File: src/rtl/frame_gen_param.sv
// frame_gen_param: parametrised 8b/10b test-frame generator for the GTP TX user interface.
// Link-up comma alignment, then framed table / counter / PRBS7 / comma payload.
module frame_gen_param #(
    parameter int         BYTES       = 2,
    parameter int         DEPTH       = 8,
    parameter int         FRAME_LEN   = 16,
    parameter int         ALIGN_WORDS = 4,
    parameter logic [7:0] COMMA       = 8'hBC
) (
    input  logic                     aclk,
    input  logic                     aresetn,
    input  logic                     ready,
    input  logic                     enable,
    input  logic [1:0]               mode,
    input  logic                     tbl_we,
    input  logic [$clog2(DEPTH)-1:0] tbl_addr,
    input  logic [8*BYTES-1:0]       tbl_data,
    input  logic [BYTES-1:0]         tbl_k,
    input  logic [$clog2(DEPTH):0]   tbl_len,
    output logic [8*BYTES-1:0]       tx_data,
    output logic [BYTES-1:0]         tx_is_k,
    output logic                     frame_start,
    output logic [31:0]              frame_cnt
);
    localparam int DW = 8 * BYTES;
    localparam int AB = $clog2(DEPTH);
    localparam int LB = AB + 1;
    localparam int WB = $clog2(FRAME_LEN);
    localparam int CB = (ALIGN_WORDS > 0) ? $clog2(ALIGN_WORDS + 1) : 1;
    localparam int ADONE = (ALIGN_WORDS > 0) ? ALIGN_WORDS - 1 : 0;

    localparam logic [DW-1:0] COMMA_W = {BYTES{COMMA}};
    localparam logic [WB-1:0] W_LAST  = WB'(FRAME_LEN - 1);
    localparam logic [CB-1:0] A_LAST  = CB'(ADONE);
    localparam logic [CB-1:0] A_SAT   = CB'(ALIGN_WORDS);
    localparam logic [LB-1:0] LEN_MAX = LB'(DEPTH);

    typedef enum logic [1:0] {
        S_OFF,
        S_ALIGN,
        S_RUN
    } state_e;

    state_e          state_q, state_d;
    logic [WB-1:0]   w_q, w_d;
    logic [CB-1:0]   acnt_q, acnt_d;
    logic [1:0]      mode_q, mode_d;
    logic [AB-1:0]   p_q, p_d;
    logic [DW-1:0]   cnt_q, cnt_d;
    logic [6:0]      lfsr_q, lfsr_d;
    logic [DW-1:0]   data_q, data_d;
    logic [BYTES-1:0] k_q, k_d;
    logic            fs_q, fs_d;
    logic [31:0]     fcnt_q, fcnt_d;

    logic [DW-1:0]    mem_data_q [DEPTH];
    logic [BYTES-1:0] mem_k_q    [DEPTH];

    always_ff @(posedge aclk) begin
        if (tbl_we) begin
            mem_data_q[tbl_addr] <= tbl_data;
            mem_k_q[tbl_addr]    <= tbl_k;
        end
    end

    // Pointer is clamped into the active window in case tbl_len shrinks mid-frame.
    logic [LB-1:0] len;
    logic [AB-1:0] p_cur, p_inc;

    always_comb begin
        len   = (tbl_len == '0 || tbl_len > LEN_MAX) ? LEN_MAX : tbl_len;
        p_cur = ({1'b0, p_q} < len) ? p_q : '0;
        p_inc = ({1'b0, p_cur} + LB'(1) == len) ? '0 : p_cur + AB'(1);
    end

    logic [6:0]    lfsr_adv;
    logic [DW-1:0] prbs_word;

    always_comb begin
        lfsr_adv  = lfsr_q;
        prbs_word = '0;
        for (int i = 0; i < DW; i++) begin
            prbs_word[i] = lfsr_adv[6] ^ lfsr_adv[5];
            lfsr_adv     = {lfsr_adv[5:0], prbs_word[i]};
        end
    end

    always_comb begin
        state_d = state_q;
        w_d     = w_q;
        acnt_d  = acnt_q;
        mode_d  = mode_q;
        p_d     = p_q;
        cnt_d   = cnt_q;
        lfsr_d  = lfsr_q;
        data_d  = '0;
        k_d     = '0;
        fs_d    = 1'b0;
        fcnt_d  = fcnt_q;
        unique case (state_q)
            S_OFF: begin
                if (ready) begin
                    state_d = S_ALIGN;
                    acnt_d  = '0;
                    lfsr_d  = 7'h7F;
                end
            end
            S_ALIGN: begin
                if (!ready) begin
                    state_d = S_OFF;
                end else begin
                    data_d = COMMA_W;
                    k_d    = '1;
                    if (acnt_q >= A_LAST) begin
                        acnt_d = A_SAT;
                        if (enable) begin
                            state_d = S_RUN;
                            w_d     = '0;
                        end
                    end else begin
                        acnt_d = acnt_q + CB'(1);
                    end
                end
            end
            S_RUN: begin
                if (!ready) begin
                    state_d = S_OFF;
                end else begin
                    if (w_q == '0) begin
                        data_d = COMMA_W;
                        k_d    = '1;
                        fs_d   = 1'b1;
                        fcnt_d = fcnt_q + 32'd1;
                        mode_d = mode;
                        p_d    = '0;
                        cnt_d  = '0;
                    end else begin
                        unique case (mode_q)
                            2'd0: begin
                                data_d = mem_data_q[p_cur];
                                k_d    = mem_k_q[p_cur];
                            end
                            2'd1: data_d = cnt_q;
                            2'd2: begin
                                data_d = prbs_word;
                                lfsr_d = lfsr_adv;
                            end
                            default: begin
                                data_d = COMMA_W;
                                k_d    = '1;
                            end
                        endcase
                        p_d   = p_inc;
                        cnt_d = cnt_q + DW'(1);
                    end
                    if (w_q == W_LAST) begin
                        w_d = '0;
                        if (!enable) begin
                            state_d = S_ALIGN;
                            acnt_d  = A_SAT;
                        end
                    end else begin
                        w_d = w_q + WB'(1);
                    end
                end
            end
            default: state_d = S_OFF;
        endcase
    end

    always_ff @(posedge aclk or negedge aresetn) begin
        if (!aresetn) begin
            state_q <= S_OFF;
            w_q     <= '0;
            acnt_q  <= '0;
            mode_q  <= '0;
            p_q     <= '0;
            cnt_q   <= '0;
            lfsr_q  <= 7'h7F;
            data_q  <= '0;
            k_q     <= '0;
            fs_q    <= 1'b0;
            fcnt_q  <= '0;
        end else begin
            state_q <= state_d;
            w_q     <= w_d;
            acnt_q  <= acnt_d;
            mode_q  <= mode_d;
            p_q     <= p_d;
            cnt_q   <= cnt_d;
            lfsr_q  <= lfsr_d;
            data_q  <= data_d;
            k_q     <= k_d;
            fs_q    <= fs_d;
            fcnt_q  <= fcnt_d;
        end
    end

    assign tx_data     = data_q;
    assign tx_is_k     = k_q;
    assign frame_start = fs_q;
    assign frame_cnt   = fcnt_q;

endmodule

File: config.mk
export PLATFORM = sky130hd
export DESIGN_NAME = frame_gen_param
export DESIGN_NICKNAME = d
export VERILOG_FILES = /design/src/rtl/frame_gen_param.sv
export SDC_FILE = /design/constraint.sdc
export NUM_CORES = 1
export LEC_CHECK = 0
export CAP_MARGIN = 10
export CORE_MARGIN = 2
export CORE_UTILIZATION = 44
export DETAILED_ROUTE_END_ITERATION = 6
export DONT_BUFFER_PORTS = 1
export PLACE_DENSITY = 0.69
export RECOVER_POWER = 25
export SYNTH_ARGS = -nofsm -noshare
export SYNTH_HDL_FRONTEND = slang
export SYNTH_SLANG_ARGS = --single-unit
File: constraint.sdc
create_clock -name aclk -period 4.1 [get_ports aclk]
set_input_delay 0.41 -clock aclk [delete_from_list [all_inputs] [get_ports aclk]]
set_output_delay 0.41 -clock aclk [all_outputs]
set_load 0.02 [all_outputs]
==> results of run 1 <==
flip-flops by register name, indices dropped and copies added, names as in the netlist:
name,cells
tx_data,16
w_q,4
p_q,3
mem_k_q,16
frame_cnt,32
lfsr_q,7
tx_is_k,2
state_q,2
mode_q,2
cnt_q,16
frame_start,1
mem_data_q,128
acnt_q,3
cells by family after synthesis:
kind of cell               Yosys count  synth area share
DFF                                232             0.622
and+or+nand+nor                    213             0.106
AOI/OAI and AO/OA                  200             0.138
buffers and inverters               65            0.0263
xor gates and xnor gates            55            0.0458
muxes                               39            0.0413
adders and majority gates           17            0.0202
through the flow:
step	power [W]	setup slack [ps]	hold slack (ps)	util	cell area, um^2
after floorplan	0.00427	1240	114	-	10500
after global placement	0.00475	1040	117	0.463	10900
after detailed placement	0.00477	937	117	0.463	10900
after CTS	0.00698	1190	4.23	0.506	11900
after global routing	0.00728	937	31.5	0.505	11900
final	0.00696	1140	22.8	0.505	11900
Yosys cell counts, drive strengths merged (8+ instances only):
cell type and number:
dfrtp 81, o22ai 10, o211ai 12, o21ai 33
nor2 53, nand2 40, ha 17, and3 15
nand2b 9, nand3 29, a21oi 35, mux2 15
edfxtp 144, clkbuf 25, inv 20, mux2i 22
nor3 15, o311ai 9, xnor2 24, or3 9
nand4 11, xor2 31, buf 19, nor2b 8
a21o 8
timing repair:
item / 4_1_cts / 5_1_grt
setup endpoints to repair: 0 / 0
hold endpoints to repair: 232 / 0
hold buffers: 20 / 0
path summary, 6_finish.rpt:
check	from	endpoint	slack (ps)	depth (start not counted)
worst max-delay path	p_q[1]$_DFFE_PN0P_	p_q[0]$_DFFE_PN0P_	1140	10
worst min-delay path	mode[0]	mode_q[0]$_DFFE_PN0P_	20	2
worst max register to register	p_q[1]$_DFFE_PN0P_	p_q[0]$_DFFE_PN0P_	1140	10
worst min register to register	cnt_q[1]$_DFFE_PN0P_	cnt_q[1]$_DFFE_PN0P_	550	2
max in group asynchronous	aresetn	p_q[0]$_DFFE_PN0P_	3210	2
min in group asynchronous	aresetn	tx_data[15]$_DFF_PN0_	460	2
power by group:
group	internal [W]	total, W	switching [W]
sequential	0.00268	0.00292	0.000245
combinational	0.000664	0.00189	0.00123
clock	0.00126	0.00215	0.000886
total	0.00460	0.00696	0.00236
area by class of cell:
type                            count  area [um^2]  share of cell area
Inverter                           21         78.8             0.00665
Sequential cell                   232         6540               0.551
Timing Repair Buffer               38          349              0.0294
Tap cell                          319          399              0.0336
Clock buffer                       40          713              0.0601
Multi-Input combinational cell    524         3710               0.313
Clock inverter                      5         77.6             0.00654
layer usage:
| layer | up-vias | wire, um |
|---|---|---|
| met3 | 48 | 2350 |
| met2 | 297 | 11400 |
| met4 | 0 | 741 |
| met5 | - | 0 |
| met1 | 3455 | 10300 |
| li1 | 3186 | - |
==> summary.md, run 1 <==
| Metric | Value |
|---|---|
| DIE WIDTH | `159 um` |
| Ys flop type | `edfxtp_1` |
| Vias per cell | `5.93` |
| Worst slew pin tran | `1390 ps` |
| Grt total ovfl | `0` |
| Worst EP required | `4470 ps` |
| Die area | `0.0251 mm^2` |
| Pre-antenna DRT Iters | `6` |
| Min Tclk post-route | `2960 ps` |
| Endpoint class of the critical path | `flop` |
| Clock tree buffer depth | `3` |
| Antenna cells | `0` |
| Layout cells sized above 1 | `0.108` |
| ANT nets after route | `0` |
| Syn Area/Cell | `12.8 um^2` |
| Met1 Use GR | `0.263` |
| Delay-heaviest family, CP | `simple AND/OR/NAND/NOR gates` |
| Non-Filler Instances | `1179` |
| Die H | `159 um` |
| Outcome | `complete, no violations` |
| Area leader, netlist | `edfxtp_1` |
| Clock root buffer | `clkbuf_16` |
| Cts bufs inserted | `26` |
| DRC Markers | `0` |
| DP Cell Count | `1114` |
| Vias in the first global route | `6897` |
| Crit path buffers/inverters | `0` |
| CTS resizes | `0` |
| Slew margin rel. | `0.0713` |
| Synth warn | `0` |
| Most frequent cells in the layout | `edfxtp_1, dfrtp_1, nor2_1` |
| Total Routing Usage GR | `0.198` |
| Antenna violations before repair | `0` |
| TritonCTS clock tree | `yes` |
| Post-synthesis cell type count | `80` |
| Clock transition at path regs | `50 ps` |
| Crit path max fanout | `7` |
| Slowest CP cell | `or4b_4` |
| Total negative slack | `0 ps` |
| CTS Sinks | `232` |
| Worst vdd ir | `0.414 mV` |
| Pins Over Slew Limit | `0` |
| CP Class | `reg -> reg` |
| Gate Count Post-Synth | `821` |
| Fillers | `2040` |
| Worst hold-check path type | `in -> reg` |
| Lkg Pwr | `4.39 nW` |
| Core Area | `0.0235 mm^2` |
| RD Place Congestion | `0.907` |
| Mapped cell area | `0.0105 mm^2` |
| Hpwl dp | `16.2 mm` |
| Initial Util | `0.448` |
| # IOs | `83` |
| Critical path startpoint category | `flop` |
| Grt met3 use | `0.0520` |
| Synth-to-layout area growth | `12.9%` |
| Via count | `6986` |
| Most common cell after layout, fill and taps aside | `edfxtp_1` |
| Fmax | `338 MHz` |
| Largest net degree at the start of global routing | `89` |
| Pwr dens | `587 mW/mm^2` |
| Fin Clk Skew | `18.9 ps` |
| Syn Nets | `870` |
| I/O Buffers | `0` |
| Final hold viol count | `0` |
| First-pass GRT wire length | `38.4 mm` |
| GR peak layer | `met2` |
| # rows | `56` |
| Setup Buffers After CTS | `0` |
| Number of synthesized register bits | `232` |
| Top post-synthesis cells by area | `edfxtp_1, dfrtp_1, xor2_1` |
| Unrepaired setup endpoints after global routing | `false` |
| Crit-path cells | `ha_1, or4b_4, a21oi_2, nor2_1, nor2_1, ha_1, xnor2_1, and3_1, nor4_2, o32ai_1` |
| First-iteration detailed-routing DRC count | `774` |
| Drt total wl | `24.8 mm` |
| Post-synthesis sequential area ratio | `0.622` |
| Clk_lat worst skew | `540 ps` |
| CTS H-tree lvls | `1` |
| Fraction of registers with async set/reset | `0.379` |
| Slowest stage delay, CP | `590 ps` |
| Share of Yosys cell area claimed by the top area cell type | `0.412` |
| Grt met2 use | `0.320` |
| Final setup fails | `0` |
| EDFF count, synth | `144` |
| Max_cap viols | `0` |
| Final period utilization | `0.721` |
| Worst path arrival time | `3320 ps` |
| NumNets Final | `892` |
| Avg WL per Cell | `21.0 um` |
(Power assumes the default switching activity.)
==> run 2: changes to the inputs <==
clock period = 2.8 ns   (was 4.1 ns; I/O delays follow)
==> summary.md, run 2 (synthesis gave the netlist of run 1 again) <==
| Metric | Value |
|---|---|
| NumNets Final | `916` |
| Min Tclk post-route | `2670 ps` |
| Fillers | `1983` |
| Slowest stage delay, CP | `520 ps` |
| Pre-antenna DRT Iters | `5` |
| Slowest CP cell | `or4b_4` |
| # rows | `56` |
| CP Class | `reg -> reg` |
| Antenna violations before repair | `0` |
| Total Routing Usage GR | `0.201` |
| Endpoint class of the critical path | `flop` |
| Worst hold-check path type | `in -> reg` |
| DIE WIDTH | `159 um` |
| Clock tree buffer depth | `3` |
| Hpwl dp | `16.4 mm` |
| Worst slew pin tran | `680 ps` |
| Worst reg2reg path depth | `10` |
| Die area | `0.0251 mm^2` |
| Clock root buffer | `clkbuf_16` |
| Worst vdd ir | `0.657 mV` |
| Final period utilization | `0.954` |
| Fmax | `374 MHz` |
| TritonCTS clock tree | `yes` |
| Worst path arrival time | `3070 ps` |
| Cell count along the critical path | `10` |
| Layout cells sized above 1 | `0.143` |
| CTS Sinks | `232` |
| Crit path max fanout | `4` |
| Total negative slack | `0 ps` |
| Largest net degree at the start of global routing | `89` |
| Lkg Pwr | `4.55 nW` |
| Vias in the first global route | `6876` |
| CTS H-tree lvls | `1` |
| Core Area | `0.0235 mm^2` |
| Cts bufs inserted | `26` |
| Crit-path cells | `ha_2, or4b_4, a21oi_4, nor2_1, nor2_2, ha_2, xnor2_1, and3_1, nor4_4, o32ai_1` |
| Non-Filler Instances | `1205` |
| CP most frequent cell | `ha_2` |
| Final setup fails | `0` |
| Antenna cells | `0` |
| Initial Util | `0.448` |
| Final hold viol count | `0` |
| Unrepaired setup endpoints after global routing | `false` |
| Hold Path Stages | `2` |
| Critical path startpoint category | `flop` |
| Pins Over Slew Limit | `0` |
| Pwr dens | `868 mW/mm^2` |
| ANT nets after route | `0` |
| First-iteration detailed-routing DRC count | `708` |
| Slew margin rel. | `0.545` |
| # IOs | `83` |
| Worst EP required | `3200 ps` |
| DP Cell Count | `1135` |
| Drt total wl | `24.7 mm` |
| Avg WL per Cell | `20.5 um` |
| Most frequent cells in the layout | `edfxtp_1, dfrtp_1, nor2_1` |
| Crit path buffers/inverters | `0` |
| Synth-to-layout area growth | `15.7%` |
| DRC Markers | `0` |
| Die H | `159 um` |
| Clock transition at path regs | `60 ps` |
| Top reg by flops | `mem_data_q` |
| Clk_lat worst skew | `550 ps` |
| Outcome | `complete, no violations` |
| Max reg flops | `128` |
| Vias per cell | `5.83` |
| Grt total ovfl | `0` |
| RD Place Congestion | `0.914` |
| Via count | `7021` |
| Most common cell after layout, fill and taps aside | `edfxtp_1` |
| Fin util | `0.518` |
| I/O Buffers | `0` |
| First-pass GRT wire length | `38.7 mm` |
| Delay-heaviest family, CP | `simple AND/OR/NAND/NOR gates` |
| Fin Clk Skew | `25.7 ps` |
| Max_cap viols | `0` |
==> run 2: cell types whose count changed in the layout (fill, tap and decap cells not counted), sizes merged <==
cell,before,now
buf,18,41
clkbuf,41,36
clkinv,4,8
dlygate4sd3,19,21
bufinv,1,2
inv,20,21
==> run 2: worst paths after layout <==
path,startpoint,endpoint,slack (ps)
worst min-delay path,ready,tx_data[13]$_DFF_PN0_,10
worst max register to register,p_q[1]$_DFFE_PN0P_,p_q[0]$_DFFE_PN0P_,130
max in group asynchronous,aresetn,lfsr_q[4]$_DFFE_PN1P_,2070
min in group asynchronous,aresetn,acnt_q[1]$_DFFE_PN0P_,340
worst max-delay path,p_q[1]$_DFFE_PN0P_,p_q[0]$_DFFE_PN0P_,130
worst min register to register,lfsr_q[6]$_DFFE_PN1P_,lfsr_q[6]$_DFFE_PN1P_,540
==> run 2: report_power, final <==
group          leakage (nW)  internal (W)  switching (W)
Clock                 0.419       0.00201        0.00135
Sequential             2.48       0.00392       0.000317
Combinational          1.65       0.00108        0.00187
==> run 2: worst register-to-register path: cells and delay by family, from the launching register on <==
family,cells,cell delay (ps)
XOR/XNOR,1,90
adder cells (fa/ha/maj),2,430
AO/OA/AOI/OAI,2,340
AND/OR/NAND/NOR,5,1290
flip-flops,1,390
==> run 2: cell type report <==
cell class / instances / area (um^2) / area share
sequential: 232 / 6540 / 0.538
multi-input combinational: 524 / 3740 / 0.308
clock buffer: 36 / 728 / 0.0599
timing repair buffer: 62 / 538 / 0.0443
tap: 319 / 399 / 0.0328
clock inverter: 11 / 135 / 0.0111
inverter: 21 / 78.8 / 0.00648
==> run 2: routing by layer <==
metal / track usage / vias to the layer above / part of all wire
met5: 0 / - / 0
met4: 0.0476 / 0 / 0.023
met3: 0.0476 / 47 / 0.087
met2: 0.327 / 263 / 0.47
met1: 0.274 / 3477 / 0.42
li1: - / 3234 / -
==> run 2: stage by stage <==
| step | worst slack (ps) | hold WS (ps) | power [W] | instance area, um^2 |
|---|---|---|---|---|
| 5_1_grt | 5.12 | 16.4 | 0.0110 | 12200 |
| 3_5_place_dp | 49.9 | -13.8 | 0.00710 | 11000 |
| 2_1_floorplan | 68.0 | -15.6 | 0.00625 | 10500 |
| 4_1_cts | 21.3 | 1.21 | 0.0106 | 12100 |
| 6_report | 129 | 11.8 | 0.0105 | 12200 |
| 3_3_place_gp | 135 | -13.7 | 0.00707 | 11000 |
==> run 2: timing repair <==
item | 4_1_cts | 5_1_grt
hold buffers | 22 | 0
setup buffers | 0 | 1
hold endpoints to repair | 234 | 0
gates resized for setup | 0 | 6
setup endpoints to repair | 0 | 3
==> run 3: changes to the inputs <==
CORE_UTILIZATION = 50   (was 44)
PLACE_DENSITY = 0.75   (was 0.69)
==> summary.md, run 3 (synthesis gave the netlist of run 1 again) <==
| Metric | Value |
|---|---|
| Final period utilization | `0.966` |
| Top reg by flops | `mem_data_q` |
| Hold Path Stages | `2` |
| CTS H-tree lvls | `1` |
| DIE WIDTH | `149 um` |
| # rows | `53` |
| Critical path startpoint category | `flop` |
| Critical R2R Launch | `p_q[1]$_DFFE_PN0P_` |
| Slew margin rel. | `0.101` |
| Outcome | `complete, no violations` |
| First-iteration detailed-routing DRC count | `586` |
| Most frequent cells in the layout | `edfxtp_1, dfrtp_1, nor2_1` |
| Initial Util | `0.505` |
| Fin Clk Skew | `21.3 ps` |
| Crit path max fanout | `4` |
| Synth-to-layout area growth | `14.9%` |
| Via count | `7072` |
| Core Area | `0.0208 mm^2` |
| Worst reg2reg path depth | `10` |
| CTS Sinks | `232` |
| Avg WL per Cell | `21.3 um` |
| Worst vdd ir | `0.678 mV` |
| RD Place Congestion | `0.925` |
| Cts bufs inserted | `25` |
| Final setup fails | `0` |
| Min Tclk post-route | `2710 ps` |
| FF/Latch Area | `0.00654 mm^2` |
| Hpwl dp | `16.1 mm` |
| Clk_lat worst skew | `530 ps` |
| Worst slew pin tran | `1350 ps` |
| Die area | `0.0222 mm^2` |
| Post-route cell area | `0.0121 mm^2` |
| Total Routing Usage GR | `0.223` |
| Max reg flops | `128` |
| Vias per cell | `6.10` |
| Setup crit end | `p_q[1]$_DFFE_PN0P_` |
| Fmax | `370 MHz` |
| Clock tree buffer depth | `3` |
| Antenna cells | `0` |
| Most common cell after layout, fill and taps aside | `edfxtp_1` |
| Pre-antenna DRT Iters | `5` |
| Grt total ovfl | `0` |
| Pins Over Slew Limit | `0` |
| Largest net degree at the start of global routing | `89` |
| Drt total wl | `24.7 mm` |
| # IOs | `83` |
| Worst hold-check path type | `in -> reg` |
| R2R Setup Slk | `90 ps` |
| CP Class | `reg -> reg` |
| Die H | `149 um` |
| NumNets Final | `916` |
| Setup crit start | `p_q[1]$_DFFE_PN0P_` |
| TritonCTS clock tree | `yes` |
| Pwr dens | `883 mW/mm^2` |
| Vias in the first global route | `6906` |
| Clock root buffer | `clkbuf_16` |
| Setup Buffers After CTS | `0` |
| DRC Markers | `0` |
| First-pass GRT wire length | `38.6 mm` |
| Clock transition at path regs | `60 ps` |
| Endpoint class of the critical path | `flop` |
| Layout cells sized above 1 | `0.138` |
| Max_cap viols | `0` |
| Antenna violations before repair | `0` |
| Fillers | `1673` |
| Area after DPL | `0.0110 mm^2` |
| Worst path arrival time | `3100 ps` |
| ANT nets after route | `0` |
| Lkg Pwr | `4.54 nW` |
| R2r endpoint | `p_q[1]$_DFFE_PN0P_` |
| Final hold viol count | `0` |
| I/O Buffers | `0` |
| Fin util | `0.580` |
| Worst EP required | `3200 ps` |
| Area of the multi-input gates | `0.00372 mm^2` |
run 3: changes by cell type in the layout (fill, tap and decap cells not counted), sizes merged:
cell / previous run / this run
clkinv: 8 / 4
clkbuf: 36 / 39
buf: 41 / 39
bufinv: 2 / 4
clkinvlp: 1 / 0
run 3: timing repair:
action / 4_1_cts / 5_1_grt
endpoints found under the setup margin: 0 / 3
hold buffers: 22 / 0
gates resized for setup: 0 / 3
endpoints found under the hold margin: 234 / 0
run 3: worst min path at each step:
stage             from                        end  slack, ps
2_1_floorplan  aresetn      acnt_q[0]$_DFFE_PN0P_        -20
3_3_place_gp   aresetn  frame_cnt[31]$_DFFE_PN0P_        -10
3_5_place_dp   aresetn  frame_cnt[30]$_DFFE_PN0P_        -10
4_1_cts          ready      tx_data[13]$_DFF_PN0_         30
5_1_grt          ready      tx_data[13]$_DFF_PN0_         40
6_report         ready      tx_data[13]$_DFF_PN0_         30
run 3: layout make-up:
type,instances,area share
well taps,275,0.0285
flip-flops and latches,232,0.541
inverters,21,0.00653
clock buffers,36,0.0585
multi-input cells,524,0.308
repair buffers,63,0.0442
clock inverters,8,0.0128
run 3: report_power, final:
group / switching [W] / internal [W] / total (W)
combinational: 0.00190 / 0.00110 / 0.00300
sequential: 0.000316 / 0.00392 / 0.00424
clock: 0.00130 / 0.00212 / 0.00342
total: 0.00351 / 0.00715 / 0.0107
run 3: worst max-delay path, cell delays in order (launching register included):
cell	delay (ps)
dfrtp_1	380
ha_1	250
or4b_4	580
a21oi_2	190
nor2_1	80
nor2_2	120
ha_2	220
xnor2_1	130
a21oi_1	100
nor4_4	370
o22ai_1	140
run 3: per-layer routing:
| layer | track usage | wire [um] |
|---|---|---|
| met2 | 0.368 | 11700 |
| met3 | 0.0520 | 2070 |
| met5 | 0 | 0 |
| met1 | 0.294 | 10200 |
| met4 | 0.0667 | 743 |
run 3: per-stage QoR:
step | setup WS [ps] | hold slack (ps) | setup TNS (ps) | cells | power, W
finish | 94.9 | 34.0 | 0 | 1159 | 0.0107
global route | -8.46 | 38.4 | -12.9 | 1159 | 0.0111
CTS | 50.9 | 26.6 | 0 | 1159 | 0.0106
detailed placement | 12.0 | -13.3 | 0 | 1093 | 0.00714
global placement | 144 | -12.8 | 0 | 1093 | 0.00709
floorplan | 68.0 | -15.6 | 0 | 821 | 0.00625
